==> src/rtl/uart_reg_bank.sv <==
// Byte-wide register bank between the UART command decoder and the ECG algorithm core.
// Optional macro UART_REGS_RR_SNAPSHOT_EN: a DOUTL read freezes RR[10:8] for the following DOUTH read.
module uart_reg_bank (
  input  logic        i_clk,
  input  logic        i_rst_n,
  input  logic [2:0]  i_rwaddr,
  input  logic [7:0]  i_write_data,
  input  logic        i_rd_req,
  input  logic        i_wr_req,
  input  logic [10:0] i_rr_period,
  input  logic        i_mas_valid,
  input  logic        i_mal_valid,
  input  logic        i_th_inited,
  input  logic        i_alg_active,
  input  logic        i_tx_fifo_e,
  input  logic        i_tx_fifo_f,
  input  logic        i_rx_fifo_e,
  input  logic        i_rx_fifo_f,
  output logic [7:0]  o_read_data,
  output logic [10:0] o_ecg_value,
  output logic        o_ecg_value_vld,
  output logic        o_alg_rst,
  output logic        o_alg_en,
  output logic        o_src_sel
);

  localparam logic [2:0] ADDR_CR    = 3'd0;
  localparam logic [2:0] ADDR_SR    = 3'd1;
  localparam logic [2:0] ADDR_DINL  = 3'd2;
  localparam logic [2:0] ADDR_DINH  = 3'd3;
  localparam logic [2:0] ADDR_DOUTL = 3'd4;
  localparam logic [2:0] ADDR_DOUTH = 3'd5;

  logic        w_wr_cr;
  logic        w_wr_dinl;
  logic        w_wr_dinh;
  logic [7:0]  w_status;
  logic [2:0]  w_rr_hi;
  logic [7:0]  w_rd_mux;

  logic        r_alg_en;
  logic        r_alg_rst;
  logic        r_src_sel;
  logic [7:0]  r_dinl;
  logic [2:0]  r_dinh;
  logic [10:0] r_ecg_value;
  logic        r_ecg_value_vld;
  logic [7:0]  r_read_data;

  assign w_wr_cr   = i_wr_req && (i_rwaddr == ADDR_CR);
  assign w_wr_dinl = i_wr_req && (i_rwaddr == ADDR_DINL);
  assign w_wr_dinh = i_wr_req && (i_rwaddr == ADDR_DINH);

  assign w_status = {i_rx_fifo_f, i_rx_fifo_e, i_tx_fifo_f, i_tx_fifo_e,
                     i_alg_active, i_th_inited, i_mal_valid, i_mas_valid};

  // alg_rst is never stored: it is a strobe derived straight from the write.
  always_ff @(posedge i_clk or negedge i_rst_n) begin
    if (!i_rst_n) begin
      r_alg_en  <= 1'b0;
      r_alg_rst <= 1'b0;
      r_src_sel <= 1'b0;
    end else begin
      r_alg_rst <= w_wr_cr && i_write_data[1];
      if (w_wr_cr) begin
        r_alg_en  <= i_write_data[0];
        r_src_sel <= i_write_data[2];
      end
    end
  end

  always_ff @(posedge i_clk or negedge i_rst_n) begin
    if (!i_rst_n) begin
      r_dinl <= 8'h00;
      r_dinh <= 3'b000;
    end else begin
      if (w_wr_dinl) r_dinl <= i_write_data;
      if (w_wr_dinh) r_dinh <= i_write_data[2:0];
    end
  end

  // The DINH write is the commit point for a new sample.
  always_ff @(posedge i_clk or negedge i_rst_n) begin
    if (!i_rst_n) begin
      r_ecg_value     <= 11'h000;
      r_ecg_value_vld <= 1'b0;
    end else begin
      r_ecg_value_vld <= w_wr_dinh;
      if (w_wr_dinh) r_ecg_value <= {i_write_data[2:0], r_dinl};
    end
  end

`ifdef UART_REGS_RR_SNAPSHOT_EN
  logic       w_rd_doutl;
  logic [2:0] r_rr_shadow;

  assign w_rd_doutl = i_rd_req && (i_rwaddr == ADDR_DOUTL);

  always_ff @(posedge i_clk or negedge i_rst_n) begin
    if (!i_rst_n) begin
      r_rr_shadow <= 3'b000;
    end else if (w_rd_doutl) begin
      r_rr_shadow <= i_rr_period[10:8];
    end
  end

  assign w_rr_hi = r_rr_shadow;
`else
  assign w_rr_hi = i_rr_period[10:8];
`endif

  // Mux uses pre-edge register values, so a same-cycle write is not visible to the read.
  always_comb begin
    w_rd_mux = 8'h00;
    case (i_rwaddr)
      ADDR_CR:    w_rd_mux = {5'b00000, r_src_sel, 1'b0, r_alg_en};
      ADDR_SR:    w_rd_mux = w_status;
      ADDR_DINL:  w_rd_mux = r_dinl;
      ADDR_DINH:  w_rd_mux = {5'b00000, r_dinh};
      ADDR_DOUTL: w_rd_mux = i_rr_period[7:0];
      ADDR_DOUTH: w_rd_mux = {5'b00000, w_rr_hi};
      default:    w_rd_mux = 8'h00;
    endcase
  end

  always_ff @(posedge i_clk or negedge i_rst_n) begin
    if (!i_rst_n) begin
      r_read_data <= 8'h00;
    end else if (i_rd_req) begin
      r_read_data <= w_rd_mux;
    end
  end

  assign o_read_data     = r_read_data;
  assign o_ecg_value     = r_ecg_value;
  assign o_ecg_value_vld = r_ecg_value_vld;
  assign o_alg_rst       = r_alg_rst;
  assign o_alg_en        = r_alg_en;
  assign o_src_sel       = r_src_sel;

endmodule

==> config.mk <==
export PLATFORM = sky130hd
export DESIGN_NAME = uart_reg_bank
export DESIGN_NICKNAME = d
export VERILOG_FILES = /design/src/rtl/uart_reg_bank.sv
export SDC_FILE = /design/constraint.sdc
export NUM_CORES = 1
export LEC_CHECK = 0
export CAP_MARGIN = 40
export CORE_MARGIN = 2
export CORE_UTILIZATION = 40
export DETAILED_ROUTE_END_ITERATION = 8
export PLACE_DENSITY_LB_ADDON = 0.1
export RECOVER_POWER = 50
export SYNTH_ARGS = -nofsm -noshare
export SYNTH_HDL_FRONTEND = slang
export SYNTH_SLANG_ARGS = --single-unit
==> constraint.sdc <==
create_clock -name i_clk -period 1.9 [get_ports i_clk]
set_clock_uncertainty 0.05 [all_clocks]
set_input_delay 0.285 -clock i_clk [delete_from_list [all_inputs] [get_ports i_clk]]
set_output_delay 0.285 -clock i_clk [all_outputs]
set_load 0.05 [all_outputs]
==> Yosys cells after proc, flatten, opt, wreduce, memory -nomap -nowiden <==
Cells that the tools add are included.
{ "word_totals": {"reg_bits": 34, "input_bits": 34, "output_inout_bits": 23} }
{ "classes": {"n_eq_ne": 5, "n_mux": 1, "reduce_logical": 5} }
{ "op_table": {"columns": ["op", "count"], "rows": [
  ["8-bit one-hot mux with 6 select lines", 1],
  ["3-bit by 2-bit == test with 1-bit output (second input constant)", 2],
  ["3-bit == test (second input constant)", 2],
  ["1-bit logical AND", 4],
  ["3-bit by 1-bit == test with 1-bit output (second input constant)", 1],
  ["3-bit zero test", 1]
]} }

==> Depth between registers and ports, before layout <==
{ "logic_depth": {"ltp_word": 3, "ltp_mapped": 5, "mapped_depth_nobuf": 3} }

==> Worst setup path before layout <==
OpenSTA, ideal clock, no wires.
{ "synth_path": {"path_kind": "reg2reg", "from": "reg r_alg_en (netlist: o_alg_en)", "to": "reg r_read_data[0] (netlist: o_read_data[0])", "setup_time_ns": 0.137, "arrival_time_ns": 1.282, "setup_slack_ns": 0.431, "stages_incl_launch_ff": 4, "n_path_buf": 0, "cell_sequence": "dfrtp_1 -> mux2_2 -> a222oi_1 -> a21oi_1"} }
{ "synth_between": {"elab_chain_cells": 1} }
{ "synth_lines": {"columns": ["item", "line", "rtl"], "rows": [
  ["from (decl)", "41", "logic r_alg_en;"],
  ["from (signal assigned)", "66", "r_alg_en <= i_write_data[0];"],
  ["8-bit one-hot mux with 6 select lines", "115", "case (i_rwaddr)"],
  ["to (signal assigned)", "130", "r_read_data <= w_rd_mux;"],
  ["to (decl)", "48", "logic [7:0] r_read_data;"]
]} }
No other way between the ends.
A chain may end at the register's enable or synchronous reset.

==> impl_metrics.yaml <==
power:
  power_frac_clock_pct: 26.9
  p_per_area_nw_per_um2: 1120
  internal-power_w: 0.00163
  leakage_nw: 0.972
  pwr-share-comb_pct: 36.9
  switching_share_pct: 34.7
  peakVddDrop_uv: 663
  p_switching_w: 0.000864
  p_seq_share_pct: 36.2
placed_design:
  post-dp-hpwl_mm: 2.41
  place_inst: 219
  place_area_um2: 2130
  port_buffers: 56
  post-place-ws_ns: 0.00330
  place.gp.congestion: 0.757
floorplan:
  placementRows: 22
  ios: 57
  initial_utilization_pct: 41.2
  die_y_um: 65.1
  dieArea_um2: 4240
  coreArea_um2: 3630
  die_w_um: 65.1
clocking:
  cts_tree: "built"
  clkSinkCount: 31
  postCtsSetupRepairBufs: 0
  cts-resized-gates: 0
  htree_levels: 2
  cts_hold_buf: 0
  path_clk_slew_ns: 0.07
  cts_buffers: 5
  clk_latency_ns: 0.28
  root_buffer: "clkbuf_8"
  max-clock-path-buffers: 2
setup_path:
  crit_path_end: "o_ecg_value[9]"
  crit_chain: "clkdlybuf4s50_1"
  critPathMaxStageDelay_ns: 0.81
  worstPathRequired_ns: 1.56
  crit_family: "buffers and inverters"
  cp-start-kind: "flop"
  cp_slowest_cell: "clkdlybuf4s50_1"
  reg2reg_slack_ns: 0.60
  path_depth: 1
  critical_path_arrival_ns: 1.47
  rr_startpoint: "o_alg_en"
  worstPathMaxFanout: 3
  crit_start: "r_dinh[1]"
  cp_num_buf_inv: 1
  rr_worst_depth: 3
  critical_path_class: "reg2out"
  r2r-end: "o_read_data[0]"
  crit_path_end_kind: "output port"
run_status:
  outcome: "completed"
final_layout:
  nets: 212
  syn_to_final_growth_pct: 48.4
  final_cells: 227
  seqCellArea_um2: 776
  drive_gt1_share_pct: 24.0
  fillCellCount: 319
  multi_input_area_um2: 646
  diodes: 0
  design_area_um2: 2220
global_routing:
  antenna_found_initial: 0
  gr-total-overflow: 0
  grtUsageTotal_pct: 17.3
  grt_pass1_vias: 1083
  grt_pass1_wl_mm: 5.37
  grt_max_degree: 32
sta:
  finalSetupViolations: 0
  rsz0062_at_grt: "false"
  hold_slack_ns: 0.469
  min_period_ns: 1.80
  slew_headroom_pct: 49.3
  tightest_slew_ns: 0.760
  finalHoldViolCount: 0
  fmax_mhz: 554
  drv_slew: 0
  finalCritPeriodShare_pct: 94.9
  setup_ws_ns: 0.0965
  tns_ns: 0
routing:
  first_pass_iters: 4
  vias: 1079
  antenna_left: 0
  avgViaCountPerCell: 4.75
  initialDrtViolationCount: 47
  wl_per_cell_um: 14.4
  wirelength_mm: 3.28
  drc: 0
synthesis:
  synthAdderAreaFrac_pct: 0
  postSynthCellCount: 112
  yosys.area_share.simple_pct: 10.3
  ys_seq_area_share_pct: 51.9
  synth_compound_area_share_pct: 10.3
  synth_top_cell_area_share_pct: 51.9
  yosys_warnings: 0
  syn-num-nets: 146
  synth-xor-area-share_pct: 0
  synth_area_leaders: "dfrtp_1 (52%), mux2_2 (11%), mux2_4 (10%), buf_6 (3.0%), nor2b_1 (2.9%)"
  yosysTopAreaCell: "dfrtp_1"
  synthDistinctLibCells: 28
  syn_area_um2: 1500
  synth.avg_cell_area_um2: 13.3
  synth_top_family_by_area: "multiplexers"
  ys_seq_elements: 31
  synthMuxAreaShare_pct: 23.4
run:
  maxCapViolCount: 0
worst_hold_path:
  hold_class: "reg2reg"
-- through the flow --
step	power (W)	util, %
2_1_floorplan	0.00149	-
3_3_place_gp	0.00183	58.5
3_5_place_dp	0.00184	58.5
4_1_cts	0.00253	61.8
5_1_grt	0.00260	61.1
6_report	0.00249	61.1
-- state kept, by name, summed over array words and instances (netlist names) --
register / count
o_alg_en: 1
o_alg_rst: 1
o_ecg_value: 8
o_ecg_value_vld: 1
o_read_data: 8
o_src_sel: 1
r_dinh: 3
r_dinl: 8
-- cell usage in the layout (no fill, tap or decap), drive strengths merged, types with 2 or more instances in the layout --
cell	count
a211o	2
a21oi	7
a22oi	5
a31oi	2
and2	2
buf	6
clkbuf	10
clkdlybuf4s50	54
dfrtp	31
inv	2
mux2	26
mux2i	2
nor2	4
nor2b	9
o21ai	5
-- layout make-up --
type	count	share of cell area, %
Clock buffer	6	3.72
Clock inverter	2	1.58
Inverter	2	0.338
Multi-Input combinational cell	73	29.1
Sequential cell	31	35.0
Tap cell	48	2.71
Timing Repair Buffer	65	27.6
-- cells in the mapped netlist --
| cell | n |
|---|---|
| and2_1 | 2 |
| nor3b_2 | 1 |
| nand3_4 | 1 |
| mux2_1 | 1 |
| nand2b_1 | 1 |
| nor2b_1 | 7 |
| nor2b_2 | 1 |
| nor2b_4 | 1 |
| a211o_1 | 2 |
| a31oi_1 | 2 |
| and4bb_2 | 1 |
| a222oi_1 | 1 |
| buf_6 | 4 |
| inv_1 | 2 |
| buf_2 | 1 |
| a21oi_1 | 7 |
| dfrtp_1 | 31 |
| clkbuf_1 | 1 |
| mux2_2 | 15 |
| a21boi_0 | 1 |
| mux2_4 | 10 |
| mux2i_1 | 2 |
| and2b_1 | 1 |
| a32oi_1 | 1 |
| nand2_1 | 1 |
| a22oi_1 | 5 |
| o21ai_0 | 5 |
| nor2_1 | 4 |
-- metal layers --
metal  up-vias  GRT usage, %  routed length [um]
met5         -             0                   0
met4         0          9.38                  60
met3         4          4.45                 192
met2        42          25.1                1460
met1       499          23.7                1560
li1        534             -                   -
-- how the worst min path moves through the flow --
stage                        start        endpoint  slack, ns  cells past startpoint
detailed placement  o_ecg_value[0]  o_ecg_value[0]       0.45                      1
global placement    o_ecg_value[6]  o_ecg_value[6]       0.45                      1
CTS                        i_rst_n  o_read_data[0]       0.36                      2
floorplan                  i_rst_n        o_alg_en      -0.06                      0
global route        o_ecg_value[6]  o_ecg_value[6]       0.48                      1
finish              o_ecg_value[6]  o_ecg_value[6]       0.47                      1
-- cells by family (layout without fill, tap and decap cells) --
group | count (synthesis) | count (layout)
compound gates | 24 | 24
buf+inv | 8 | 75
flops | 31 | 31
mux | 28 | 28
simple gates | 21 | 21
-- power by group through the flow --
stage                     logic (W)  registers, W  clock network, W
final                      0.000918      0.000903          0.000671
after global routing       0.000962      0.000921          0.000717
after CTS                  0.000934      0.000904          0.000692
after detailed placement   0.000929      0.000913                 0
after global placement     0.000924      0.000910                 0
after floorplan            0.000235       0.00125                 0
(Power assumes the default switching activity.)
